### config.mk
export PLATFORM = sky130hd
export DESIGN_NAME = mem_arbiter
export DESIGN_NICKNAME = d
export VERILOG_FILES = /design/src/rtl/arb_types.sv /design/src/rtl/arb_grant.sv /design/src/rtl/mem_arbiter.sv
export SDC_FILE = /design/constraint.sdc
export NUM_CORES = 1
export LEC_CHECK = 0
export BUFFER_PORTS_ARGS = -buffer_cell sky130_fd_sc_hd__buf_2
export CORE_AREA = 5 5 109 111
export DETAILED_ROUTE_END_ITERATION = 16
export DIE_AREA = 0 0 114 116
export PLACE_DENSITY = 0.74
export SLEW_MARGIN = 20
export SYNTH_ARGS = -nofsm -noshare
export SYNTH_HDL_FRONTEND = slang
export SYNTH_SLANG_ARGS = --single-unit
### constraint.sdc
create_clock -name clk -period 1.6 [get_ports clk]
set_input_delay 0.24 -clock clk [delete_from_list [all_inputs] [get_ports clk]]
set_output_delay 0.24 -clock clk [all_outputs]
set_load 0.03 [all_outputs]
### src/rtl/arb_types.sv
// Shared types for the memory arbiter.
//   arb_state_t : arbiter FSM state (idle, instruction owner, data owner)
//   arb_op_t    : memory operation latched at grant
package arb_types;

    typedef enum logic [1:0] {
        ARB_IDLE,
        ARB_INST,
        ARB_DATA
    } arb_state_t;

    typedef enum logic {
        ARB_OP_READ,
        ARB_OP_WRITE
    } arb_op_t;

endpackage

### src/rtl/arb_grant.sv
// Grant selection for the memory arbiter: data wins over instruction unless
// the instruction side has been passed over STARVE_LIMIT times in a row.
// Ports:
//   inst_read   in  instruction request pending
//   data_req    in  data read or write pending
//   starve_cnt  in  consecutive data grants taken while inst was waiting
//   grant_inst  out select instruction requester
//   grant_data  out select data requester
module arb_grant #(
    parameter int unsigned STARVE_LIMIT = 4,
    parameter int unsigned CNT_W        = 3
) (
    input  logic             inst_read,
    input  logic             data_req,
    input  logic [CNT_W-1:0] starve_cnt,
    output logic             grant_inst,
    output logic             grant_data
);

    logic starved;

    // A limit of zero disables the guard entirely.
    assign starved    = inst_read && (STARVE_LIMIT != 0) &&
                        (starve_cnt == CNT_W'(STARVE_LIMIT));
    assign grant_data = data_req && !starved;
    assign grant_inst = inst_read && !grant_data;

endmodule

### src/rtl/mem_arbiter.sv
// Shares one physical memory port between the instruction-fetch and the
// load/store requesters. One transaction in flight; the request is latched
// at grant and held on the pmem bus until pmem_resp.
// Ports:
//   clk, rst                      clock, synchronous active-high reset
//   inst_read/inst_address        instruction request (level)
//   inst_resp/inst_rdata          instruction completion pulse and data
//   data_read/data_write/...      data request (level), byte enables, wdata
//   data_resp/data_rdata          data completion pulse and data
//   pmem_*                        physical memory port
module mem_arbiter
    import arb_types::*;
#(
    parameter int unsigned DATA_WIDTH   = 32,
    parameter int unsigned STARVE_LIMIT = 4
) (
    input  logic                    clk,
    input  logic                    rst,
    input  logic                    inst_read,
    input  logic [31:0]             inst_address,
    output logic                    inst_resp,
    output logic [DATA_WIDTH-1:0]   inst_rdata,
    input  logic                    data_read,
    input  logic                    data_write,
    input  logic [DATA_WIDTH/8-1:0] data_mbe,
    input  logic [31:0]             data_address,
    input  logic [DATA_WIDTH-1:0]   data_wdata,
    output logic                    data_resp,
    output logic [DATA_WIDTH-1:0]   data_rdata,
    output logic                    pmem_read,
    output logic                    pmem_write,
    output logic [DATA_WIDTH/8-1:0] pmem_byte_enable,
    output logic [31:0]             pmem_address,
    output logic [DATA_WIDTH-1:0]   pmem_wdata,
    input  logic                    pmem_resp,
    input  logic [DATA_WIDTH-1:0]   pmem_rdata
);

    // Counter must be able to hold STARVE_LIMIT itself.
    localparam int unsigned CNT_W = (STARVE_LIMIT < 1) ? 1 : $clog2(STARVE_LIMIT + 1);

    arb_state_t       state;
    logic [CNT_W-1:0] starve_cnt;
    logic             grant_inst;
    logic             grant_data;
    arb_op_t          data_op;

    arb_grant #(
        .STARVE_LIMIT (STARVE_LIMIT),
        .CNT_W        (CNT_W)
    ) u_grant (
        .inst_read  (inst_read),
        .data_req   (data_read || data_write),
        .starve_cnt (starve_cnt),
        .grant_inst (grant_inst),
        .grant_data (grant_data)
    );

    // Read takes precedence when both data strobes are (illegally) high.
    assign data_op = data_read ? ARB_OP_READ : ARB_OP_WRITE;

    // Completion is combinational so the owner sees resp in the pmem_resp cycle.
    assign inst_resp  = (state == ARB_INST) && pmem_resp;
    assign data_resp  = (state == ARB_DATA) && pmem_resp;
    assign inst_rdata = pmem_rdata;
    assign data_rdata = pmem_rdata;

    always_ff @(posedge clk) begin
        if (rst) begin
            state            <= ARB_IDLE;
            starve_cnt       <= '0;
            pmem_read        <= 1'b0;
            pmem_write       <= 1'b0;
            pmem_byte_enable <= '0;
            pmem_address     <= '0;
            pmem_wdata       <= '0;
        end else begin
            case (state)
                ARB_IDLE: begin
                    if (grant_data) begin
                        state        <= ARB_DATA;
                        pmem_address <= data_address;
                        if (data_op == ARB_OP_READ) begin
                            pmem_read        <= 1'b1;
                            pmem_byte_enable <= '1;
                        end else begin
                            pmem_write       <= 1'b1;
                            pmem_byte_enable <= data_mbe;
                            pmem_wdata       <= data_wdata;
                        end
                        // Count only grants that actually bypassed a waiting fetch.
                        if (!inst_read)
                            starve_cnt <= '0;
                        else if (starve_cnt != CNT_W'(STARVE_LIMIT))
                            starve_cnt <= starve_cnt + CNT_W'(1);
                    end else if (grant_inst) begin
                        state            <= ARB_INST;
                        pmem_read        <= 1'b1;
                        pmem_byte_enable <= '1;
                        pmem_address     <= inst_address;
                        starve_cnt       <= '0;
                    end
                end
                ARB_INST, ARB_DATA: begin
                    // Always return through idle so a requester that drops
                    // after resp is not granted a second time.
                    if (pmem_resp) begin
                        state      <= ARB_IDLE;
                        pmem_read  <= 1'b0;
                        pmem_write <= 1'b0;
                    end
                end
                default: begin
                    state      <= ARB_IDLE;
                    pmem_read  <= 1'b0;
                    pmem_write <= 1'b0;
                end
            endcase
        end
    end

endmodule

# Yosys cells after proc, flatten, opt, wreduce, memory -nomap -nowiden
# Index checks and enable logic that the tools add are counted.
# W data, S select, Z words.
dict set report totals {
  register_bits 75
  in_bits 138
  wordCells 57
}
dict set report op_classes {
  n_addsub 1
  n_eq_ne 10
  n_mux 21
  n_bitwise 1
  reduce_logical 17
}
# op n
set ops {}
lappend ops {{$mux W32} 2}
lappend ops {{$mux W3} 4}
lappend ops {{$mux W4} 3}
lappend ops {{$reduce_and A3 Y1} 4}
lappend ops {{$ne A3 B3 Y1 const B} 3}
lappend ops {{$mux W1} 6}
lappend ops {{$mux W2} 3}
lappend ops {{$logic_and A1 B1 Y1} 5}
lappend ops {{$ne A2 B2 Y1 const B} 2}
lappend ops {{$pmux W1 S2} 2}
lappend ops {{$pmux W2 S2} 1}
lappend ops {{$reduce_and A2 Y1} 2}
lappend ops {{$add A3 B1 Y3 const B} 1}
lappend ops {{$eq A3 B3 Y1 const B} 1}
lappend ops {{$ne A3 B2 Y1 const B} 1}
lappend ops {{$eq A2 B1 Y1 const B} 1}
lappend ops {{$eq A2 B2 Y1 const B} 1}
lappend ops {{$logic_not A1 Y1} 2}
lappend ops {{$logic_not A2 Y1} 1}
lappend ops {{$ne A2 B1 Y1 const B} 1}
lappend ops {{$reduce_bool A2 Y1} 1}
lappend ops {{$reduce_or A2 Y1} 1}
lappend ops {{$logic_or A1 B1 Y1} 1}
lappend ops {{$not A1 Y1} 1}

# Logic depth before layout (Yosys ltp)
# Gate-level depths: netlist of the first run.
dict set report depth {
  depth_word 9
  ltp_mapped 8
  mapped_depth_nobuf 5
}

# By module
# From an unflattened synthesis of the first run, not the netlist that was laid out.
dict set report hier_totals {
  hier_cells 418
  hier_area_um2 3674.8
}
# mod instances cells_each area_each_um2 seq_area_each_um2
set by_module_without_submodules {}
lappend by_module_without_submodules {mem_arbiter 1 414 3642.2 1501.4}
lappend by_module_without_submodules {arb_grant 1 4 32.5 0.0}

# Worst setup path after synthesis of the first run
# No wires, ideal clock.
dict set report synth_timing {
  kind {register to register}
  from {register starve_cnt[0]}
  to {register pmem_byte_enable[0]}
  setup_ns 0.128
  arrival_ns 1.427
  slack_ns 0.045
  stages_incl_launch_ff 9
  path_cell_list {dfxtp_1 -> inv_1 -> ha_1 -> and3_4 -> buf_6 -> buf_8 -> buf_8 -> o32ai_2 -> nor2_1}
}
dict set report synth_between {
  elab_chain_cells 8
  elab_cells_between_ends 9
}
# element line
set synth_rtl {}
lappend synth_rtl {{start: declaration} mem_arbiter.sv:43} ;# logic [CNT_W-1:0] starve_cnt;
lappend synth_rtl {{start signal: assignment} mem_arbiter.sv:95} ;# starve_cnt <= starve_cnt + CNT_W'(1);
lappend synth_rtl {{$eq A3 B3 Y1 (*)} arb_grant.sv:24} ;# (starve_cnt == CNT_W'(STARVE_LIMIT));
lappend synth_rtl {{$logic_and A1 B1 Y1 (*)} arb_grant.sv:23} ;# assign starved = inst_read && (STARVE_LIMIT != 0) &&
lappend synth_rtl {{$logic_not A1 Y1 (*)} arb_grant.sv:25} ;# assign grant_data = data_req && !starved;
lappend synth_rtl {{$logic_and A1 B1 Y1 (*)} arb_grant.sv:25}
lappend synth_rtl {{$logic_not A1 Y1} arb_grant.sv:26} ;# assign grant_inst = inst_read && !grant_data;
lappend synth_rtl {{$logic_and A1 B1 Y1} arb_grant.sv:26}
lappend synth_rtl {{$reduce_bool A2 Y1 (no source line)} -}
lappend synth_rtl {{$reduce_and A2 Y1 (no source line)} -}
lappend synth_rtl {{end signal: assignment} mem_arbiter.sv:88} ;# pmem_byte_enable <= data_mbe;
lappend synth_rtl {{end: declaration} mem_arbiter.sv:32} ;# output logic [DATA_WIDTH/8-1:0] pmem_byte_enable,
# Mark *: on every way between the ends. The rest lies on a longest branch, timed or not.
# A chain may end at the register's enable or synchronous reset.

# Worst setup path in the final report of the first run
dict set report layout_timing {
  from {register state[0]}
  to {output data_resp}
}
dict set report layout_between {
  elab_chain_cells 2
}
# element line
set layout_rtl {}
lappend layout_rtl {{start: declaration} mem_arbiter.sv:42} ;# arb_state_t state;
lappend layout_rtl {{start signal: assignment} mem_arbiter.sv:70} ;# state <= ARB_IDLE;
lappend layout_rtl {{start signal: assignment} mem_arbiter.sv:81} ;# state <= ARB_DATA;
lappend layout_rtl {{start signal: assignment} mem_arbiter.sv:97} ;# state <= ARB_INST;
lappend layout_rtl {{$eq A2 B2 Y1} mem_arbiter.sv:64} ;# assign data_resp = (state == ARB_DATA) && pmem_resp;
lappend layout_rtl {{$logic_and A1 B1 Y1} mem_arbiter.sv:64}
lappend layout_rtl {{end: declaration} mem_arbiter.sv:28} ;# output logic data_resp,
# Every way passes these cells.

==> impl_metrics.toml, run 1 <==
[sta]
max_freq_ghz = 0.645
tightest_slew_ns = 0.395
skew_ns = 0.00806
tns_ns = 0
fin_crit_sh_pct = 96.9
setup_ws_ns = 0.0502
period_needed_ns = 1.55
hold_ws_ns = 0.128
relSlewSlack_pct = 73.4
hold_viol_final = 0
setup_viol = 0
slew_violations = 0

[synth]
synth_xor_area_share_pct = 0
synthAdderAreaFrac_pct = 1.57
ys_seq_area_share_pct = 37.6
yosysTopAreaCell = "dfxtp_1"
ys_ff_latch = 75
syn_area_sq_um = 3990
async_flop_share_pct = 0
synthSimpleGateAreaFrac_pct = 15.3
synth-main-ff-cell = "dfxtp_1"
yosys_warnings = 0
synth_top_family_by_area = "compound AO/OA/AOI/OAI gates"
synth_cell_types = 39
synth-compound-area-share_pct = 26.1
synthTopCellsByCount = "dfxtp_1 (75), buf_4 (66), nand3_1 (65), nor2_1 (38), a21oi_1 (37)"
syn_nets = 611
synth_edf_count = 0
synth_top_area_share_pct = 37.6
synthCells = 468
avgSynthCellArea_sq_um = 8.53
synth.most_common_cell = "dfxtp_1"
synthMuxAreaShare_pct = 0
synth_area_leaders = "dfxtp_1 (38%), buf_4 (12%), nand3_1 (8.1%), a311oi_2 (6.0%), a21oi_1 (4.6%)"

[place]
pre_cts_ws_ns = -0.0541
globalplace.congestion = 0.906
io_buffer_count = 177
placed_cell_area_sq_um = 4570
dpl.cell_count = 693
dp_hpwl_mm = 8.89

[clock_network]
cts_buffer_depth = 2
numCtsBuffers = 9
root_buffer = "clkbuf_8"
cts_tree = "built"
clock_sinks = 75
clk_pin_slew_worst_paths_ns = 0.08
h-tree-depth = 3
cts_hold_buffers = 0
clock_latency_ns = 0.36
post_cts_buffers = 0

[detailed_routing]
vias = 3815
drcViolationCount = 0
via_per_inst = 5.36
routed_wl_mm = 12.3
drtIter0Drc = 318
wire_per_inst_um = 17.2
dr.pass1.iters = 5
ant_nets = 0

[min_path]
hold_end = "pmem_wdata[12]$_SDFFE_PP0P_"
hold_depth = 3
hold_start = "data_wdata[12]"
hold_path_class = "input pin to register"

[critical_path]
arrival_ns = 1.31
cp-end-kind = "output port"
crit_fanout = 3
r2r_slack_ns = 0.09
rr_worst_depth = 6
rr_endpoint = "pmem_wdata[3]$_SDFFE_PP0P_"
critical_path_required_ns = 1.36
timing.rr.start = "starve_cnt[0]$_SDFFE_PP0P_"
crit_type = "register to output port"
cp-start-kind = "register"

[floorplan]
num_rows = 38
core_area_sq_um = 10700
die_h_um = 116
start_util_pct = 37.3
die-area_sq_um = 13200
die_x_um = 114
ios = 274

[cells_and_area]
final_cells = 712
diodes = 0
final_layout_size_suffix_gt1_share_pct = 43.2
final_area_sq_um = 4870
nets = 710
area_growth_pct = 22.0

[power_and_ir_drop]
power.leakage_uw = 0.00217
vdd_drop_max_v = 0.000542
p_per_area_nw_per_um2 = 1050

[outcome]
status = "finished clean"

[global_route]
grt_pass1_vias = 3608
grt_pass1_wl_mm = 18.1
overflow = 0
gr-usage-all-layers_pct = 17.3
antenna_found_initial = 0
grt_max_degree = 45

[flow_run]
maxCapViolCount = 0
[worst max-delay path, stage by stage (launching register included)]
cell     delay [ns]
dfxtp_1        0.36
inv_1          0.08
ha_1           0.20
and2_1         0.15
buf_2          0.17
[metal layers]
metal  track usage (%)  vias up  share of wire, %
met3              5.07       41               9.4
met4              8.55        0               2.8
li1                  -     1815                 -
met1              20.7     1762                41
met2              28.3      197                47
met5                 0        -                 0
[layout make-up]
cell class	count	area, sq um
Fill cell	1032	5830
Multi-Input combinational cell	277	1760
Sequential cell	75	1500
Timing Repair Buffer	198	1180
Tap cell	140	175
Clock buffer	10	138
Clock inverter	6	87.6
Inverter	6	22.5
[stage by stage]
stage | utilization (%) | power (uW)
after CTS | 44.9 | 5180
after global placement | 42.7 | 3450
after floorplan | - | 3330
final | 45.5 | 5120
after detailed placement | 42.7 | 3490
after global routing | 45.5 | 5380
[state kept, by name, indices dropped and copies added, names as in the netlist]
name / count
pmem_address: 32
pmem_wdata: 32
pmem_byte_enable: 4
starve_cnt: 3
state: 2
pmem_read: 1
pmem_write: 1
[logic make-up (layout without fill, tap and decap cells)]
| kind of cell | after synthesis | after routing |
|---|---|---|
| AO/OA/AOI/OAI | 146 | 146 |
| buffers and inverters | 118 | 220 |
| flip-flops | 75 | 75 |
| AND/OR/NAND/NOR | 124 | 126 |
| adder cells (fa/ha/maj) | 5 | 5 |
[cells in the final DEF (no fill, tap or decap), drive strengths merged, types with 3 or more instances in the layout]
| cell | synthesis | final |
|---|---|---|
| o21ai | 65 | 65 |
| a21oi | 37 | 37 |
| nand2 | 4 | 4 |
| o32ai | 4 | 4 |
| nor2 | 38 | 38 |
| buf | 93 | 197 |
| a311oi | 32 | 32 |
| and3 | 1 | 3 |
| nand3 | 66 | 66 |
| ha | 5 | 5 |
| nand4 | 3 | 3 |
| clkinv | 0 | 3 |
| inv | 6 | 7 |
| dfxtp | 75 | 75 |
| clkbuf | 19 | 11 |
[what timing repair did]
item,4_1_cts,5_1_grt
pin swaps,0,0
endpoints found under the setup margin,18,69
cloned,2,1
gates resized for setup,0,9
[worst max path at each step]
stage                                          start  depth (start not counted)                          endpoint  slack [ns]
after floorplan           starve_cnt[0]$_SDFFE_PP0P_                          8  pmem_byte_enable[0]$_SDFFE_PP0P_        0.05
final                          state[0]$_SDFFE_PP0P_                          4                         data_resp        0.05
after global routing           state[0]$_SDFFE_PP0P_                          4                         data_resp       -0.01
after detailed placement  starve_cnt[0]$_SDFFE_PP0P_                          6      pmem_address[1]$_SDFFE_PP0P_       -0.05
after CTS                 starve_cnt[0]$_SDFFE_PP0P_                          7        pmem_wdata[2]$_SDFFE_PP0P_       0.004
after global placement    starve_cnt[0]$_SDFFE_PP0P_                          6      pmem_address[4]$_SDFFE_PP0P_        0.04
[report_power, final]
part           switching [uW]  internal [uW]
logic                     840            488
registers                88.1           2040
clock network             744            924
total                    1670           3450
(Power assumes the default switching activity.)
==> run 2, diff against run 1 <==
Settings changed: REMOVE_ABC_BUFFERS set to 1.
==> run 2 against run 1 <==
Net effect:
- fmax grew 2.3%
- sequential power about the same
- utilization up 0.30 points
- flip-flop and latch count did not move
- count of clock-buffer cells in the layout increased by 2
- final cell count is 0.56% lower
- critical endpoint unchanged
- critical path depth stayed put
==> impl_metrics.toml, run 2 (synthesis results as in run 1) <==
[clock_network]
clock_latency_ns = 0.34
post_cts_buffers = 0
cts_buffer_depth = 2
clock_sinks = 75
clk_pin_slew_worst_paths_ns = 0.07
numCtsBuffers = 9
root_buffer = "clkbuf_8"
h-tree-depth = 3
cts_tree = "built"

[detailed_routing]
wire_per_inst_um = 20.1
routed_wl_mm = 14.2
via_per_inst = 5.44
drcViolationCount = 0
dr.pass1.iters = 6
drtIter0Drc = 318
ant_nets = 0
vias = 3852

[critical_path]
arrival_ns = 1.27
path_cells = "buf_4, ha_1, and2_1, buf_6"
critical_path.slowest_cell = "dfxtp_1"
r2r_slack_ns = 0.10
critical_path_required_ns = 1.36
cp-end-kind = "output port"
cpLargestDelayFamily = "flip-flops"
cp-start-kind = "register"
critPathMaxStageDelay_ns = 0.32
crit_type = "register to output port"
critPathBufInv = 2
crit_fanout = 3

[cells_and_area]
area_growth_pct = 22.8
diodes = 0
nets = 708
mostFrequentLayoutCells = "buf_2 (176), dfxtp_1 (73), nand3_1 (65), a21oi_1 (37), nor2_1 (37)"
reg_top3 = "pmem_address: 32 flops, pmem_wdata: 32 flops, pmem_byte_enable: 4 flops"
final_area_sq_um = 4900
utilization_pct = 45.8
final_layout_size_suffix_gt1_share_pct = 43.1
final_common_cell = "buf_2"

[global_route]
grt_pass1_vias = 3723
grt_pass1_wl_mm = 20.3
grt_max_degree = 43
overflow = 0
antenna_found_initial = 0
gr-usage-all-layers_pct = 19.8

[place]
globalplace.congestion = 0.860
io_buffer_count = 177
placed_cell_area_sq_um = 4590
dp_hpwl_mm = 10.3

[floorplan]
die-area_sq_um = 13200
start_util_pct = 37.3
die_x_um = 114
die_h_um = 116
ios = 274
core_area_sq_um = 10700
num_rows = 38

[min_path]
hold_path_class = "input pin to register"

[sta]
fin_crit_sh_pct = 94.7
max_freq_ghz = 0.660
hold_viol_final = 0
rsz0062_at_grt = "false"
setup_viol = 0
tightest_slew_ns = 0.481
slew_violations = 0
period_needed_ns = 1.51
skew_ns = 0.00778
tns_ns = 0
relSlewSlack_pct = 67.9

[outcome]
status = "finished clean"

[power_and_ir_drop]
p_per_area_nw_per_um2 = 1040
power.leakage_uw = 0.00217
vdd_drop_max_v = 0.000545

[flow_run]
maxCapViolCount = 0
## run 2: metal layers
layer  GRT usage (%)  up-vias  wire length [um]
met5            5.56        -                 0
li1                -     1799                 -
met2            27.3      266              5880
met4            5.70        0               155
met3            14.7       13              2440
met1            23.9     1774              5730
## run 2: report_power, final
part,switching [uW],internal [uW],leakage (uW)
logic,835,505,0.00145
registers,89.2,2040,0.000619
clock network,663,948,0.000109
## run 2: through the flow
stage / setup slack, ns / total power (uW) / instances / hold slack, ns
after CTS: 0.0294 / 5140 / 705 / 0.109
final: 0.0855 / 5080 / 708 / 0.139
after global routing: 0.000388 / 5330 / 708 / 0.116
after floorplan: -0.343 / 2940 / 356 / 0.308
after global placement: 0.133 / 3460 / 691 / 0.441
after detailed placement: 0.0436 / 3500 / 691 / 0.440
## run 2: timing repair
action	in CTS	in global routing
gates resized for setup	0	10
hold buffers	0	0
endpoints found under the setup margin	0	58
## run 2: area by class of cell
class                   instances  area (sq um)
flip-flops and latches         75          1500
inverters                       6          22.5
multi-input cells             275          1730
fillers                      1057          5800
clock buffers                  12           155
clock inverters                 2          60.1
well taps                     140           175
repair buffers                198          1250
## run 2: path summary, 6_finish.rpt
kind                                                  from                            end  cells past startpoint
worst min-delay path                        data_wdata[21]    pmem_wdata[21]$_SDFFE_PP0P_                      3
worst min register to register      pmem_read$_SDFFE_PP0P_         pmem_read$_SDFFE_PP0P_                      2
worst max register to register  starve_cnt[0]$_SDFFE_PP0P_  pmem_address[23]$_SDFFE_PP0P_                      6
worst max-delay path                 state[1]$_SDFFE_PP0P_                      data_resp                      4
## run 2: tightest hold or removal path, cell delays in order
cell and delay (ns):
buf_2 0.10, nand3_1 0.05, a21oi_1 0.05
